==> src/rtl/phase_sequencer_pkg.sv <==
// Shared state encoding and field widths for the AFE phase sequencer.
package phase_sequencer_pkg;

  localparam int unsigned DIV1_W  = 12;
  localparam int unsigned P1CNT_W = 4;
  localparam int unsigned P2CNT_W = 10;
  localparam int unsigned NCH     = 8;
  localparam int unsigned CHW     = 3;

  typedef enum logic [1:0] {
    IDLE,
    PH1,
    PH2
  } state_e;

endpackage

==> src/rtl/phase_sequencer_if.sv <==
// Configuration inputs and phase/status outputs of the phase sequencer.
interface phase_sequencer_if #(
  parameter int unsigned NCH = phase_sequencer_pkg::NCH,
  parameter int unsigned CHW = phase_sequencer_pkg::CHW
);

  logic                                   ENSAMP;
  logic [phase_sequencer_pkg::DIV1_W-1:0]  PHASE1DIV1;
  logic [phase_sequencer_pkg::P1CNT_W-1:0] PHASE1COUNT;
  logic [phase_sequencer_pkg::P2CNT_W-1:0] PHASE2COUNT;
  logic [NCH-1:0]                          CHEN;

  logic                                   PHASE1;
  logic                                   PHASE2;
  logic [CHW-1:0]                          CHSEL;
  logic                                   SAMPLE_STROBE;
  logic                                   FRAME_DONE;
  logic                                   BUSY;

  modport master (
    output ENSAMP, PHASE1DIV1, PHASE1COUNT, PHASE2COUNT, CHEN,
    input  PHASE1, PHASE2, CHSEL, SAMPLE_STROBE, FRAME_DONE, BUSY
  );

  modport slave (
    input  ENSAMP, PHASE1DIV1, PHASE1COUNT, PHASE2COUNT, CHEN,
    output PHASE1, PHASE2, CHSEL, SAMPLE_STROBE, FRAME_DONE, BUSY
  );

endinterface

==> src/rtl/phase_tick_div.sv <==
// Phase-1 tick divider: one-cycle tick every div+1 enabled cycles.
module phase_tick_div
  import phase_sequencer_pkg::*;
(
  input  logic              HF_CLK,
  input  logic              NRST,
  input  logic              en,
  input  logic              clr,
  input  logic [DIV1_W-1:0] div,
  output logic              tick
);

  logic [DIV1_W-1:0] cnt_q;

  assign tick = en && (cnt_q == div);

  always_ff @(posedge HF_CLK or negedge NRST) begin
    if (!NRST) begin
      cnt_q <= '0;
    end else if (clr) begin
      cnt_q <= '0;
    end else if (en) begin
      cnt_q <= tick ? '0 : cnt_q + 1'b1;
    end
  end

endmodule

==> src/rtl/phase_sequencer.sv <==
// Per-channel AFE settle (PH1) / ADC convert (PH2) sequencer over enabled channels.
module phase_sequencer #(
  parameter int unsigned NCH = phase_sequencer_pkg::NCH,
  parameter int unsigned CHW = phase_sequencer_pkg::CHW
) (
  input logic              HF_CLK,
  input logic              NRST,
  phase_sequencer_if.slave bus
);

  import phase_sequencer_pkg::*;

  state_e               state_q, state_d;
  logic [CHW-1:0]       chsel_q, chsel_d;
  logic [NCH-1:0]       chen_sh_q, chen_sh_d;
  logic [DIV1_W-1:0]    div_sh_q, div_sh_d;
  logic [P1CNT_W-1:0]   p1_sh_q, p1_sh_d;
  logic [P2CNT_W-1:0]   p2_sh_q, p2_sh_d;
  logic [P1CNT_W-1:0]   p1_cnt_q, p1_cnt_d;
  logic [P2CNT_W-1:0]   p2_cnt_q, p2_cnt_d;
  logic                 phase1_q, phase1_d;
  logic                 phase2_q, phase2_d;
  logic                 strobe_q, strobe_d;
  logic                 frame_q, frame_d;
  logic                 busy_q, busy_d;

  logic                 tick;
  logic [CHW-1:0]       next_ch, lowest_ch, idx;
  logic                 last_ch;

  phase_tick_div u_tick_div (
    .HF_CLK (HF_CLK),
    .NRST   (NRST),
    .en     (state_q == PH1),
    .clr    (state_q != PH1),
    .div    (div_sh_q),
    .tick   (tick)
  );

  // Circular search from chsel+1; the current channel is found last, so a single
  // enabled channel maps onto itself.
  always_comb begin
    next_ch = chsel_q;
    idx     = '0;
    for (int i = NCH; i >= 1; i--) begin
      idx = CHW'((int'(chsel_q) + i) % NCH);
      if (chen_sh_q[idx]) next_ch = idx;
    end
  end

  always_comb begin
    lowest_ch = '0;
    for (int i = NCH - 1; i >= 0; i--) begin
      if (bus.CHEN[i]) lowest_ch = CHW'(i);
    end
  end

  assign last_ch = ((chen_sh_q >> chsel_q) == NCH'(1));

  always_comb begin
    state_d   = state_q;
    chsel_d   = chsel_q;
    chen_sh_d = chen_sh_q;
    div_sh_d  = div_sh_q;
    p1_sh_d   = p1_sh_q;
    p2_sh_d   = p2_sh_q;
    p1_cnt_d  = '0;
    p2_cnt_d  = '0;
    phase1_d  = 1'b0;
    phase2_d  = 1'b0;
    strobe_d  = 1'b0;
    frame_d   = 1'b0;
    unique case (state_q)
      IDLE: begin
        if (bus.ENSAMP && (|bus.CHEN)) begin
          state_d   = PH1;
          chsel_d   = lowest_ch;
          chen_sh_d = bus.CHEN;
          div_sh_d  = bus.PHASE1DIV1;
          p1_sh_d   = bus.PHASE1COUNT;
          p2_sh_d   = bus.PHASE2COUNT;
          phase1_d  = 1'b1;
        end
      end
      PH1: begin
        if (!bus.ENSAMP) begin
          state_d = IDLE;
        end else if (tick && (p1_cnt_q == p1_sh_q)) begin
          state_d  = PH2;
          phase2_d = 1'b1;
          strobe_d = (p2_sh_q == '0);
          frame_d  = strobe_d && last_ch;
        end else begin
          phase1_d = 1'b1;
          p1_cnt_d = tick ? p1_cnt_q + 1'b1 : p1_cnt_q;
        end
      end
      PH2: begin
        if (!bus.ENSAMP) begin
          state_d = IDLE;
        end else if (p2_cnt_q == p2_sh_q) begin
          state_d  = PH1;
          chsel_d  = next_ch;
          phase1_d = 1'b1;
        end else begin
          p2_cnt_d = p2_cnt_q + 1'b1;
          phase2_d = 1'b1;
          // Strobe is registered, so flag it one cycle ahead of the last PH2 cycle.
          strobe_d = (p2_cnt_d == p2_sh_q);
          frame_d  = strobe_d && last_ch;
        end
      end
      default: state_d = IDLE;
    endcase
    busy_d = (state_d != IDLE);
  end

  always_ff @(posedge HF_CLK or negedge NRST) begin
    if (!NRST) begin
      state_q   <= IDLE;
      chsel_q   <= '0;
      chen_sh_q <= '0;
      div_sh_q  <= '0;
      p1_sh_q   <= '0;
      p2_sh_q   <= '0;
      p1_cnt_q  <= '0;
      p2_cnt_q  <= '0;
      phase1_q  <= 1'b0;
      phase2_q  <= 1'b0;
      strobe_q  <= 1'b0;
      frame_q   <= 1'b0;
      busy_q    <= 1'b0;
    end else begin
      state_q   <= state_d;
      chsel_q   <= chsel_d;
      chen_sh_q <= chen_sh_d;
      div_sh_q  <= div_sh_d;
      p1_sh_q   <= p1_sh_d;
      p2_sh_q   <= p2_sh_d;
      p1_cnt_q  <= p1_cnt_d;
      p2_cnt_q  <= p2_cnt_d;
      phase1_q  <= phase1_d;
      phase2_q  <= phase2_d;
      strobe_q  <= strobe_d;
      frame_q   <= frame_d;
      busy_q    <= busy_d;
    end
  end

  assign bus.PHASE1        = phase1_q;
  assign bus.PHASE2        = phase2_q;
  assign bus.CHSEL         = chsel_q;
  assign bus.SAMPLE_STROBE = strobe_q;
  assign bus.FRAME_DONE    = frame_q;
  assign bus.BUSY          = busy_q;

endmodule

==> src/flat_wrapper.sv <==
// flat-port wrapper written by rule: the top's interface ports become plain ports
module phase_sequencer_flat import phase_sequencer_pkg::*;
#(
  parameter int unsigned NCH = phase_sequencer_pkg::NCH,
  parameter int unsigned CHW = phase_sequencer_pkg::CHW
)
  (HF_CLK, NRST, bus_ENSAMP, bus_PHASE1DIV1, bus_PHASE1COUNT, bus_PHASE2COUNT, bus_CHEN, bus_PHASE1, bus_PHASE2, bus_CHSEL, bus_SAMPLE_STROBE, bus_FRAME_DONE, bus_BUSY);
  phase_sequencer_if #(.NCH(NCH), .CHW(CHW)) bus_i ();
  input logic HF_CLK;
  input logic NRST;
  input wire logic [$bits(bus_i.ENSAMP)-1:0] bus_ENSAMP;
  input wire logic [$bits(bus_i.PHASE1DIV1)-1:0] bus_PHASE1DIV1;
  input wire logic [$bits(bus_i.PHASE1COUNT)-1:0] bus_PHASE1COUNT;
  input wire logic [$bits(bus_i.PHASE2COUNT)-1:0] bus_PHASE2COUNT;
  input wire logic [$bits(bus_i.CHEN)-1:0] bus_CHEN;
  output wire logic [$bits(bus_i.PHASE1)-1:0] bus_PHASE1;
  output wire logic [$bits(bus_i.PHASE2)-1:0] bus_PHASE2;
  output wire logic [$bits(bus_i.CHSEL)-1:0] bus_CHSEL;
  output wire logic [$bits(bus_i.SAMPLE_STROBE)-1:0] bus_SAMPLE_STROBE;
  output wire logic [$bits(bus_i.FRAME_DONE)-1:0] bus_FRAME_DONE;
  output wire logic [$bits(bus_i.BUSY)-1:0] bus_BUSY;
  assign bus_i.ENSAMP = bus_ENSAMP;
  assign bus_i.PHASE1DIV1 = bus_PHASE1DIV1;
  assign bus_i.PHASE1COUNT = bus_PHASE1COUNT;
  assign bus_i.PHASE2COUNT = bus_PHASE2COUNT;
  assign bus_i.CHEN = bus_CHEN;
  assign bus_PHASE1 = bus_i.PHASE1;
  assign bus_PHASE2 = bus_i.PHASE2;
  assign bus_CHSEL = bus_i.CHSEL;
  assign bus_SAMPLE_STROBE = bus_i.SAMPLE_STROBE;
  assign bus_FRAME_DONE = bus_i.FRAME_DONE;
  assign bus_BUSY = bus_i.BUSY;
  phase_sequencer #(.NCH(NCH), .CHW(CHW)) u_core (.HF_CLK(HF_CLK), .NRST(NRST), .bus(bus_i));
endmodule
==> config.mk <==
export PLATFORM = sky130hd
export DESIGN_NAME = phase_sequencer_flat
export DESIGN_NICKNAME = d
export VERILOG_FILES = /design/src/rtl/phase_sequencer_pkg.sv /design/src/rtl/phase_sequencer_if.sv /design/src/rtl/phase_tick_div.sv /design/src/rtl/phase_sequencer.sv /design/src/flat_wrapper.sv
export SDC_FILE = /design/constraint.sdc
export NUM_CORES = 1
export LEC_CHECK = 0
export ABC_CLOCK_PERIOD_IN_PS = 5550
export CORE_ASPECT_RATIO = 0.5
export CORE_MARGIN = 4
export CORE_UTILIZATION = 62
export CTS_BUF_LIST = sky130_fd_sc_hd__clkbuf_16
export DETAILED_ROUTE_END_ITERATION = 16
export PLACE_DENSITY = 0.86
export SLEW_MARGIN = 10
export SYNTH_ARGS = -nofsm -noshare
export SYNTH_HDL_FRONTEND = slang
export SYNTH_SLANG_ARGS = --single-unit
==> constraint.sdc <==
create_clock -name HF_CLK -period 5.55 [get_ports HF_CLK]
set_clock_uncertainty 0.05 [all_clocks]
set_input_delay 1.11 -clock HF_CLK [delete_from_list [all_inputs] [get_ports HF_CLK]]
set_output_delay 1.11 -clock HF_CLK [all_outputs]
set_load 0.02 [all_outputs]
# Word level (Yosys, flattened, before mapping)

Index checks and enable logic that the tools add are counted.

Input port bits: 37
Output and inout bits: 8
Bits in registers: 70

Add/subtract/negate cells: 11
Reductions and logical operators: 13
Shift-type cells: 1
Mux-type cells: 73
Order comparisons: 8
Eq/ne operators: 13

Operators with widths:

| operator                                                                      | number |
|---|---|
| 3-bit two-way mux                                                             | 19 |
| 12-bit two-way mux                                                            | 3 |
| 3-bit by 4-bit less-than comparator with 1-bit output (second input constant) | 8 |
| 10-bit two-way mux                                                            | 3 |
| 1-bit two-way mux                                                             | 25 |
| 1-bit binary-select mux with 3-bit select                                     | 8 |
| 10-bit equality test                                                          | 2 |
| 4-bit two-way mux                                                             | 4 |
| 12-bit by 1-bit adder with 12-bit output (second input constant)              | 1 |
| 3-bit adder (second input constant)                                           | 4 |
| 12-bit equality test                                                          | 1 |
| 10-bit by 1-bit adder with 10-bit output (second input constant)              | 1 |
| 10-bit logical NOT                                                            | 1 |
| 2-bit two-way mux                                                             | 5 |
| 9-bit by 1-bit != test with 1-bit output (second input constant)              | 1 |
| 8-bit by 1-bit equality test with 1-bit output (second input constant)        | 1 |
| 8-bit OR reduction                                                            | 1 |
| 8-bit by 3-bit right shift with 8-bit output                                  | 1 |
| 3-bit by 1-bit adder with 3-bit output (second input constant)                | 2 |
| 3-bit by 2-bit adder with 3-bit output (second input constant)                | 2 |
| 2-bit by 1-bit != test with 1-bit output (second input constant)              | 3 |
| 1-bit one-hot mux with 2 select lines                                         | 3 |
| 2-bit one-hot mux with 3 select lines                                         | 1 |
| 3-bit one-hot mux with 2 select lines                                         | 1 |
| other kinds (12)                                                              | 18 |

# Logic depth before layout (Yosys ltp)

Gate-level depths: netlist of run 1.

Word-level depth: 14
Gate-level depth with buffers: 11
Mapped depth without buffers: 8

# Hierarchy

From an unflattened synthesis of run 1, not the netlist that was laid out.

Cells, all modules: 448
Area total of the unflattened synthesis: 4,684.5 µm²

By module, submodules not included:

| module          | times used | area an instance (µm²) | cells an instance | sequential area each (µm²) |
|---|---|---|---|---|
| phase_sequencer | 1          | 3,836.2                | 363               | 1,451.4 |
| phase_tick_div  | 1          | 848.3                  | 85                | 300.3 |

# Least setup slack after synthesis of run 1

Ideal clock, no wire load.

Path type: register to register
Start point: reg u_core.chsel_q[0] (netlist: u_core.bus.CHSEL[0])
End point: reg u_core.chsel_q[1] (netlist: u_core.bus.CHSEL[1])
Stages on the path, launching flop included: 12
Path buffers: 3
Library setup time: 0.125 ns
Arrival: 2.857 ns
Slack: 2.518 ns
Cells stage by stage: dfrtp_1 buf_6 buf_2 inv_2 ha_1 buf_2 mux4_2 nor4_2 nand4_1 a31oi_2 nor3_1 mux2_4

Cells in the longest elaborated chain, start to end: 13

RTL lines:

| what                                      | RTL line               | text |
|---|---|---|
| start: declaration                        | phase_sequencer.sv:14  | `logic [CHW-1:0] chsel_q, chsel_d;` |
| start signal: assignment                  | phase_sequencer.sv:135 | `chsel_q <= chsel_d;` |
| 3-bit adder                               | phase_sequencer.sv:46  | `idx = CHW'((int'(chsel_q) + i) % NCH);` |
| 1-bit binary-select mux with 3-bit select | phase_sequencer.sv:47  | `if (chen_sh_q[idx]) next_ch = idx;` |
| 1-bit two-way mux (not written as such)   | phase_sequencer.sv:47  |  |
| 3-bit two-way mux (7 in series)           | phase_sequencer.sv:47  |  |
| 3-bit two-way mux                         | phase_sequencer.sv:101 | `end else if (p2_cnt_q == p2_sh_q) begin` |
| 3-bit two-way mux                         | phase_sequencer.sv:99  | `if (!bus.ENSAMP) begin` |
| 3-bit one-hot mux with 2 select lines     | phase_sequencer.sv:73  | `unique case (state_q)` |

Parallel ways exist; a longest one is shown, timed or not. The select of a mux whose other input is x is not followed.
A chain may end at the register's enable or synchronous reset.

# Worst setup path after layout of run 1

Same ends and word-level chain as after synthesis.

==> flow_summary.json, run 1 <==
{
  "postLayoutCellArea_um2": 5090,
  "coreArea_um2": 6700,
  "netSwitchingFraction": 0.374,
  "intPower_mw": 1.62,
  "setup-violations-final": 0,
  "via_per_inst": 6.10,
  "synth_xor_area_frac": 0.130,
  "vias": 3302,
  "ys_ff_latch": 70,
  "cts-resized-gates": 0,
  "start_util": 0.643,
  "num_antenna_cells": 0,
  "dr.pass1.iters": 4,
  "gp_congestion": 0.917,
  "wl_per_cell_um": 17.7,
  "synth_nets": 453,
  "cellLeakagePower_nw": 2.08,
  "maxSlewViolCount": 0,
  "mostFrequentLayoutCells": "70 x dfrtp_1, 43 x clkdlybuf4s50_1, 40 x nor2_1, 35 x mux2_2, 31 x xor2_1",
  "whs_ps": 477,
  "fmax_mhz": 297,
  "grt_first_pass_wirelength_mm": 16.7,
  "hold_viol": 0,
  "synth-simple-area-share": 0.137,
  "period_share": 0.607,
  "worstPathArrival_ps": 3530,
  "post_synth_mux_area_share": 0.167,
  "drive_gt1_frac": 0.156,
  "fin_tns_setup_ps": 0,
  "worstHoldPathType": "flop to flop",
  "final_common_cell": "dfrtp_1",
  "drc": 0,
  "synth-warning-count": 0,
  "max_cap_viol_count": 0,
  "grt_max_degree": 71,
  "synth_fa_ha_area_frac": 0.0262,
  "die_h_um": 66.9,
  "comb_power_share": 0.427,
  "p_sw_uw": 969,
  "ys_types": 59,
  "wirelength_mm": 9.57,
  "regArea_um2": 1750,
  "die_area_um2": 8420,
  "ctsHtreeMaxLevel": 3,
  "synth_flop_cell": "dfrtp_1",
  "placed_cell_area_um2": 4780,
  "avgSynthCellArea_um2": 10.6,
  "grt_antenna_before_repair": 0,
  "ir_drop_uv": 251,
  "nets": 490,
  "synth_top_family_by_area": "multiplexers",
  "start_kind": "flop",
  "multi_input_area_um2": 2390,
  "powerDensity_nw_per_um2": 509,
  "cts.clk_slew.worst_paths_ps": 50,
  "slew-limit-headroom": 0.426,
  "pin_count": 45,
  "worstMarginPinSlew_ps": 861,
  "crit_type": "flop to flop",
  "cts_made_buffers": 9,
  "seqPwrFrac": 0.342,
  "cp.required_ps": 5710,
  "ctsHoldBuffers": 0,
  "synth-edff-count": 0,
  "synthesis.area_um2": 4310,
  "cts_setup_buffers": 0,
  "postRouteAntennaNets": 0,
  "rsz0062_at_grt": "false",
  "insertion_delay_ps": 330,
  "ctsRootBufferMaster": "clkbuf_16",
  "synth-compound-area-share": 0.0953,
  "clkPwrFrac": 0.231,
  "async_reset_ff_frac": 1.00,
  "drt-initial-drc-count": 340,
  "yosysSeqAreaShare": 0.407,
  "synth_cells": 407,
  "grt-ovfl-total": 0,
  "worst_setup_path_end_kind": "flop",
  "synth_area_leader_cell": "dfrtp_1",
  "die_x_um": 126,
  "clock_path_buffers": 2,
  "area_delta_synth_final_pct": 18.2,
  "yosys-top-cells-area": "dfrtp_1 41%, mux2_2 9.2%, xor2_1 6.3%",
  "hpwl_mm": 6.93,
  "numPortBuffers": 44,
  "cts_tree": "done",
  "grtUsageTotal": 0.250,
  "fin_util": 0.760,
  "grt_pass1_vias": 3451,
  "finalCriticalPeriod_ps": 3370,
  "rows": 21,
  "cts.sinks": 70,
  "cp_max_fo": 16,
  "synth_top_area_frac": 0.407,
  "outcome": "complete, no violations",
  "fillers": 449
}
[metal layers]
layer | part of all wire | wire length, um | up-vias | GRT usage
li1 | - | - | 1533 | -
met1 | 0.43 | 4160 | 1638 | 0.310
met2 | 0.49 | 4730 | 113 | 0.440
met3 | 0.057 | 545 | 18 | 0.0641
met4 | 0.014 | 131 | 0 | 0.0682
met5 | 0 | 0 | - | 0
[sequential cells by signal, summed over array words and instances, names as in the netlist]
register and count:
u_core.p1_sh_q 4, u_core.p2_sh_q 10, u_core.u_tick_div.cnt_q 12, u_core.p1_cnt_q 4, u_core.state_q 2, u_core.bus.CHSEL 3, u_core.chen_sh_q 8, u_core.bus.PHASE1 1
u_core.bus.BUSY 1, u_core.p2_cnt_q 10, u_core.bus.FRAME_DONE 1, u_core.bus.PHASE2 1, u_core.bus.SAMPLE_STROBE 1, u_core.div_sh_q 12
[kinds of logic after synthesis]
| group | Yosys count |
|---|---|
| AND/OR/NAND/NOR | 121 |
| flip-flops | 70 |
| XOR/XNOR | 59 |
| AO/OA/AOI/OAI | 57 |
| multiplexers | 54 |
| buffers and inverters | 37 |
| adder cells (fa/ha/maj) | 9 |
[layout make-up]
type                            count  area share
Sequential cell                    70       0.344
Clock buffer                        9      0.0442
Clock inverter                      7      0.0175
Tap cell                           92      0.0226
Timing Repair Buffer               46      0.0885
Inverter                           17      0.0125
Multi-Input combinational cell    300       0.471
[power groups by stage]
stage / Combinational [mW] / Sequential [mW] / Clock (mW)
finish: 1.11 / 0.886 / 0.599
global route: 1.21 / 0.910 / 0.633
CTS: 1.10 / 0.882 / 0.605
detailed placement: 1.09 / 0.890 / 0
global placement: 1.05 / 0.872 / 0
floorplan: 0.921 / 0.806 / 0
[through the flow]
step | setup slack [ps] | power, mW | cells
after CTS | 2190 | 2.59 | 541
after floorplan | 2520 | 1.73 | 407
after detailed placement | 2050 | 1.98 | 525
final | 2180 | 2.59 | 541
after global placement | 2150 | 1.92 | 525
after global routing | 1900 | 2.75 | 541
[worst paths after layout]
kind	from	slack [ps]	depth (start not counted)	endpoint
worst max-delay path	u_core.bus.CHSEL[0]$_DFFE_PN0P_	2180	8	u_core.bus.CHSEL[1]$_DFFE_PN0P_
worst min-delay path	u_core.p1_sh_q[3]$_DFFE_PN0P_	480	1	u_core.p1_sh_q[3]$_DFFE_PN0P_
worst max register to register	u_core.bus.CHSEL[0]$_DFFE_PN0P_	2180	8	u_core.bus.CHSEL[1]$_DFFE_PN0P_
worst min register to register	u_core.p1_sh_q[3]$_DFFE_PN0P_	480	1	u_core.p1_sh_q[3]$_DFFE_PN0P_
max in group asynchronous	NRST	3970	2	u_core.p2_cnt_q[3]$_DFF_PN0_
min in group asynchronous	NRST	920	2	u_core.chen_sh_q[5]$_DFFE_PN0P_
[cells in the mapped netlist, types with 3 or more instances]
cell        n
o21bai_1    3
buf_2       4
dfrtp_1    70
nand3_1    15
nor3_1     10
a21oi_1     7
o21ai_1     5
mux2_2     35
ha_1        9
nor4_1      9
nand2_1    20
clkbuf_1   14
o2111ai_1   3
mux2i_1     5
a221oi_1    4
nand4_1     7
o21ai_0     5
or3_1       3
a31oi_1     7
o21a_1      3
nor2_1     40
mux4_2     10
xor2_1     31
inv_1      16
xnor2_1    25
[worst max-delay path, cell delays in order, from the launching register on]
cell and delay, ps:
dfrtp_1 780, inv_2 170, ha_1 530, mux4_2 590, nor4_2 230, nand4_1 180
a31oi_2 310, nor3_1 100, mux2_4 310
Power figures use the tool's default switching activity.
==> inputs of run 2 (changes only) <==
--- a/config.mk
+++ b/config.mk
@@ -5,13 +5,13 @@
 export SDC_FILE = /design/constraint.sdc
 export NUM_CORES = 1
 export LEC_CHECK = 0
-export ABC_CLOCK_PERIOD_IN_PS = 5550
+export ABC_CLOCK_PERIOD_IN_PS = 3400
 export CORE_ASPECT_RATIO = 0.5
 export CORE_MARGIN = 4
-export CORE_UTILIZATION = 62
+export CORE_UTILIZATION = 57
 export CTS_BUF_LIST = sky130_fd_sc_hd__clkbuf_16
 export DETAILED_ROUTE_END_ITERATION = 16
-export PLACE_DENSITY = 0.86
+export PLACE_DENSITY = 0.8
 export SLEW_MARGIN = 10
 export SYNTH_ARGS = -nofsm -noshare
 export SYNTH_HDL_FRONTEND = slang
==> constraint.sdc (replaced) <==
create_clock -name HF_CLK -period 3.4 [get_ports HF_CLK]
set_clock_uncertainty 0.05 [all_clocks]
set_input_delay 0.68 -clock HF_CLK [delete_from_list [all_inputs] [get_ports HF_CLK]]
set_output_delay 0.68 -clock HF_CLK [all_outputs]
set_load 0.02 [all_outputs]
==> run 2 against run 1 <==
Net effect: critical path depth did not move; final area rose by 0.76%; combinational power rose by 69%; critical endpoint unchanged; worst hold slack got worse by 1.3 ps; routed wire length fell by 5.8%; non-clock buffer count rose by 2; cell count rose by 1.1%.
==> flow_summary.json, run 2 (same netlist as run 1, synthesis figures left out) <==
{
  "cts_setup_buffers": 0,
  "cts_made_buffers": 9,
  "drt-initial-drc-count": 323,
  "cts.clk_slew.worst_paths_ps": 50,
  "grt_antenna_before_repair": 0,
  "final_common_cell": "dfrtp_1",
  "grt_pass1_vias": 3041,
  "grt_first_pass_wirelength_mm": 15.0,
  "period_share": 0.804,
  "cellLeakagePower_nw": 2.10,
  "cp.required_ps": 3560,
  "start_kind": "flop",
  "grt-ovfl-total": 0,
  "powerDensity_nw_per_um2": 828,
  "worstMarginPinSlew_ps": 866,
  "grt_max_degree": 71,
  "finalCriticalPeriod_ps": 2740,
  "maxSlewViolCount": 0,
  "cts_tree": "done",
  "ctsHoldBuffers": 0,
  "hold_viol": 0,
  "placed_cell_area_um2": 4810,
  "top_usage_layer": "met2",
  "dr.pass1.iters": 5,
  "hp-start": "u_core.div_sh_q[5]$_DFFE_PN0P_",
  "slew-limit-headroom": 0.423,
  "worstPathArrival_ps": 2900,
  "die_area_um2": 9090,
  "fillers": 531,
  "grtUsageMet3": 0.0515,
  "fmax_mhz": 366,
  "rows": 22,
  "hpwl_mm": 6.31,
  "insertion_delay_ps": 330,
  "postRouteAntennaNets": 0,
  "area_delta_synth_final_pct": 19.1,
  "setup-violations-final": 0,
  "cp_max_fo": 8,
  "gp_congestion": 0.879,
  "grtUsageTotal": 0.208,
  "cts-resized-gates": 0,
  "grt_util_met1": 0.297,
  "wirelength_mm": 9.01,
  "instances_no_fill": 547,
  "drc": 0,
  "fin_tns_setup_ps": 0,
  "clock_path_buffers": 2,
  "max_cap_viol_count": 0,
  "worst_setup_path_end_kind": "flop",
  "die_x_um": 131,
  "numPortBuffers": 44,
  "ctsHtreeMaxLevel": 3,
  "wl_per_cell_um": 16.5,
  "pin_count": 45,
  "reg_top3": "u_core.div_sh_q (12), u_core.u_tick_div.cnt_q (12)",
  "crit_type": "flop to flop",
  "drive_gt1_frac": 0.162,
  "start_util": 0.588,
  "postLayoutCellArea_um2": 5130,
  "die_h_um": 69.5,
  "gr-usage-met2": 0.315,
  "dp_cells": 531,
  "num_antenna_cells": 0,
  "coreArea_um2": 7320,
  "nets": 492,
  "rsz0062_at_grt": "false",
  "crit_start": "u_core.bus.CHSEL[0]$_DFFE_PN0P_",
  "worstHoldPathType": "flop to flop",
  "ir_drop_uv": 304,
  "via_per_inst": 5.97,
  "rr_startpoint": "u_core.bus.CHSEL[0]$_DFFE_PN0P_",
  "ctsRootBufferMaster": "clkbuf_16",
  "outcome": "complete, no violations",
  "vias": 3266,
  "whs_ps": 476,
  "mostFrequentLayoutCells": "70 x dfrtp_1, 43 x clkdlybuf4s50_1, 40 x nor2_1, 35 x mux2_2, 31 x xor2_1",
  "cts.sinks": 70
}
==> run 2: changes by cell type in the layout (fill, tap and decap cells not counted) <==
cell,change
buf_12,+1
buf_4,+1
clkinv_1,-1
clkinv_4,+1
clkinvlp_4,-1
inv_1,+1
nand3_1,-1
nand3_2,+1
==> run 2: layout make-up <==
class                      instances  area [um^2]  share of cell area
clock buffer                       9          225              0.0439
timing repair buffer              48          478              0.0932
multi-input combinational        300         2400               0.468
clock inverter                     7         90.1              0.0176
tap                               96          120              0.0234
inverter                          17         63.8              0.0124
sequential                        70         1750               0.342
==> run 2: stage by stage <==
stage                     power [mW]   util  worst slack [ps]
after global placement          3.20  0.657               650
after floorplan                 2.82      -               368
after detailed placement        3.24  0.657               606
after global routing            4.50  0.700               493
final                           4.24  0.700               665
after CTS                       4.25  0.700               657
==> run 2: worst paths after layout <==
check | slack [ps] | cells past startpoint | endpoint
min reg2reg | 480 | 1 | u_core.div_sh_q[5]$_DFFE_PN0P_
min | 480 | 1 | u_core.div_sh_q[5]$_DFFE_PN0P_
max in group asynchronous | 2230 | 2 | u_core.p2_sh_q[8]$_DFFE_PN0P_
max reg2reg | 660 | 8 | u_core.bus.CHSEL[1]$_DFFE_PN0P_
max | 660 | 8 | u_core.bus.CHSEL[1]$_DFFE_PN0P_
min in group asynchronous | 490 | 2 | u_core.chen_sh_q[4]$_DFFE_PN0P_
==> run 2: worst max-delay path, cell delays in order, from the launching register on <==
cell and delay [ps]:
dfrtp_1 360, inv_2 70, ha_1 460, mux4_2 580
nor4_2 220, nand4_1 180, a31oi_2 290, nor3_1 110
mux2_4 310
==> run 2: metal layers <==
metal / share of wire / vias up / routed length [um]
met3: 0.064 / 12 / 573
li1: - / 1541 / -
met5: 0 / - / 0
met1: 0.45 / 1595 / 4010
met4: 0.012 / 0 / 112
met2: 0.48 / 118 / 4310
==> run 2: where the power goes <==
group          leakage [nW]  switching [mW]  internal (mW)
logic                  1.06           0.921          0.955
registers             0.889           0.305           1.08
clock network         0.157           0.347          0.637
total                  2.10            1.57           2.67
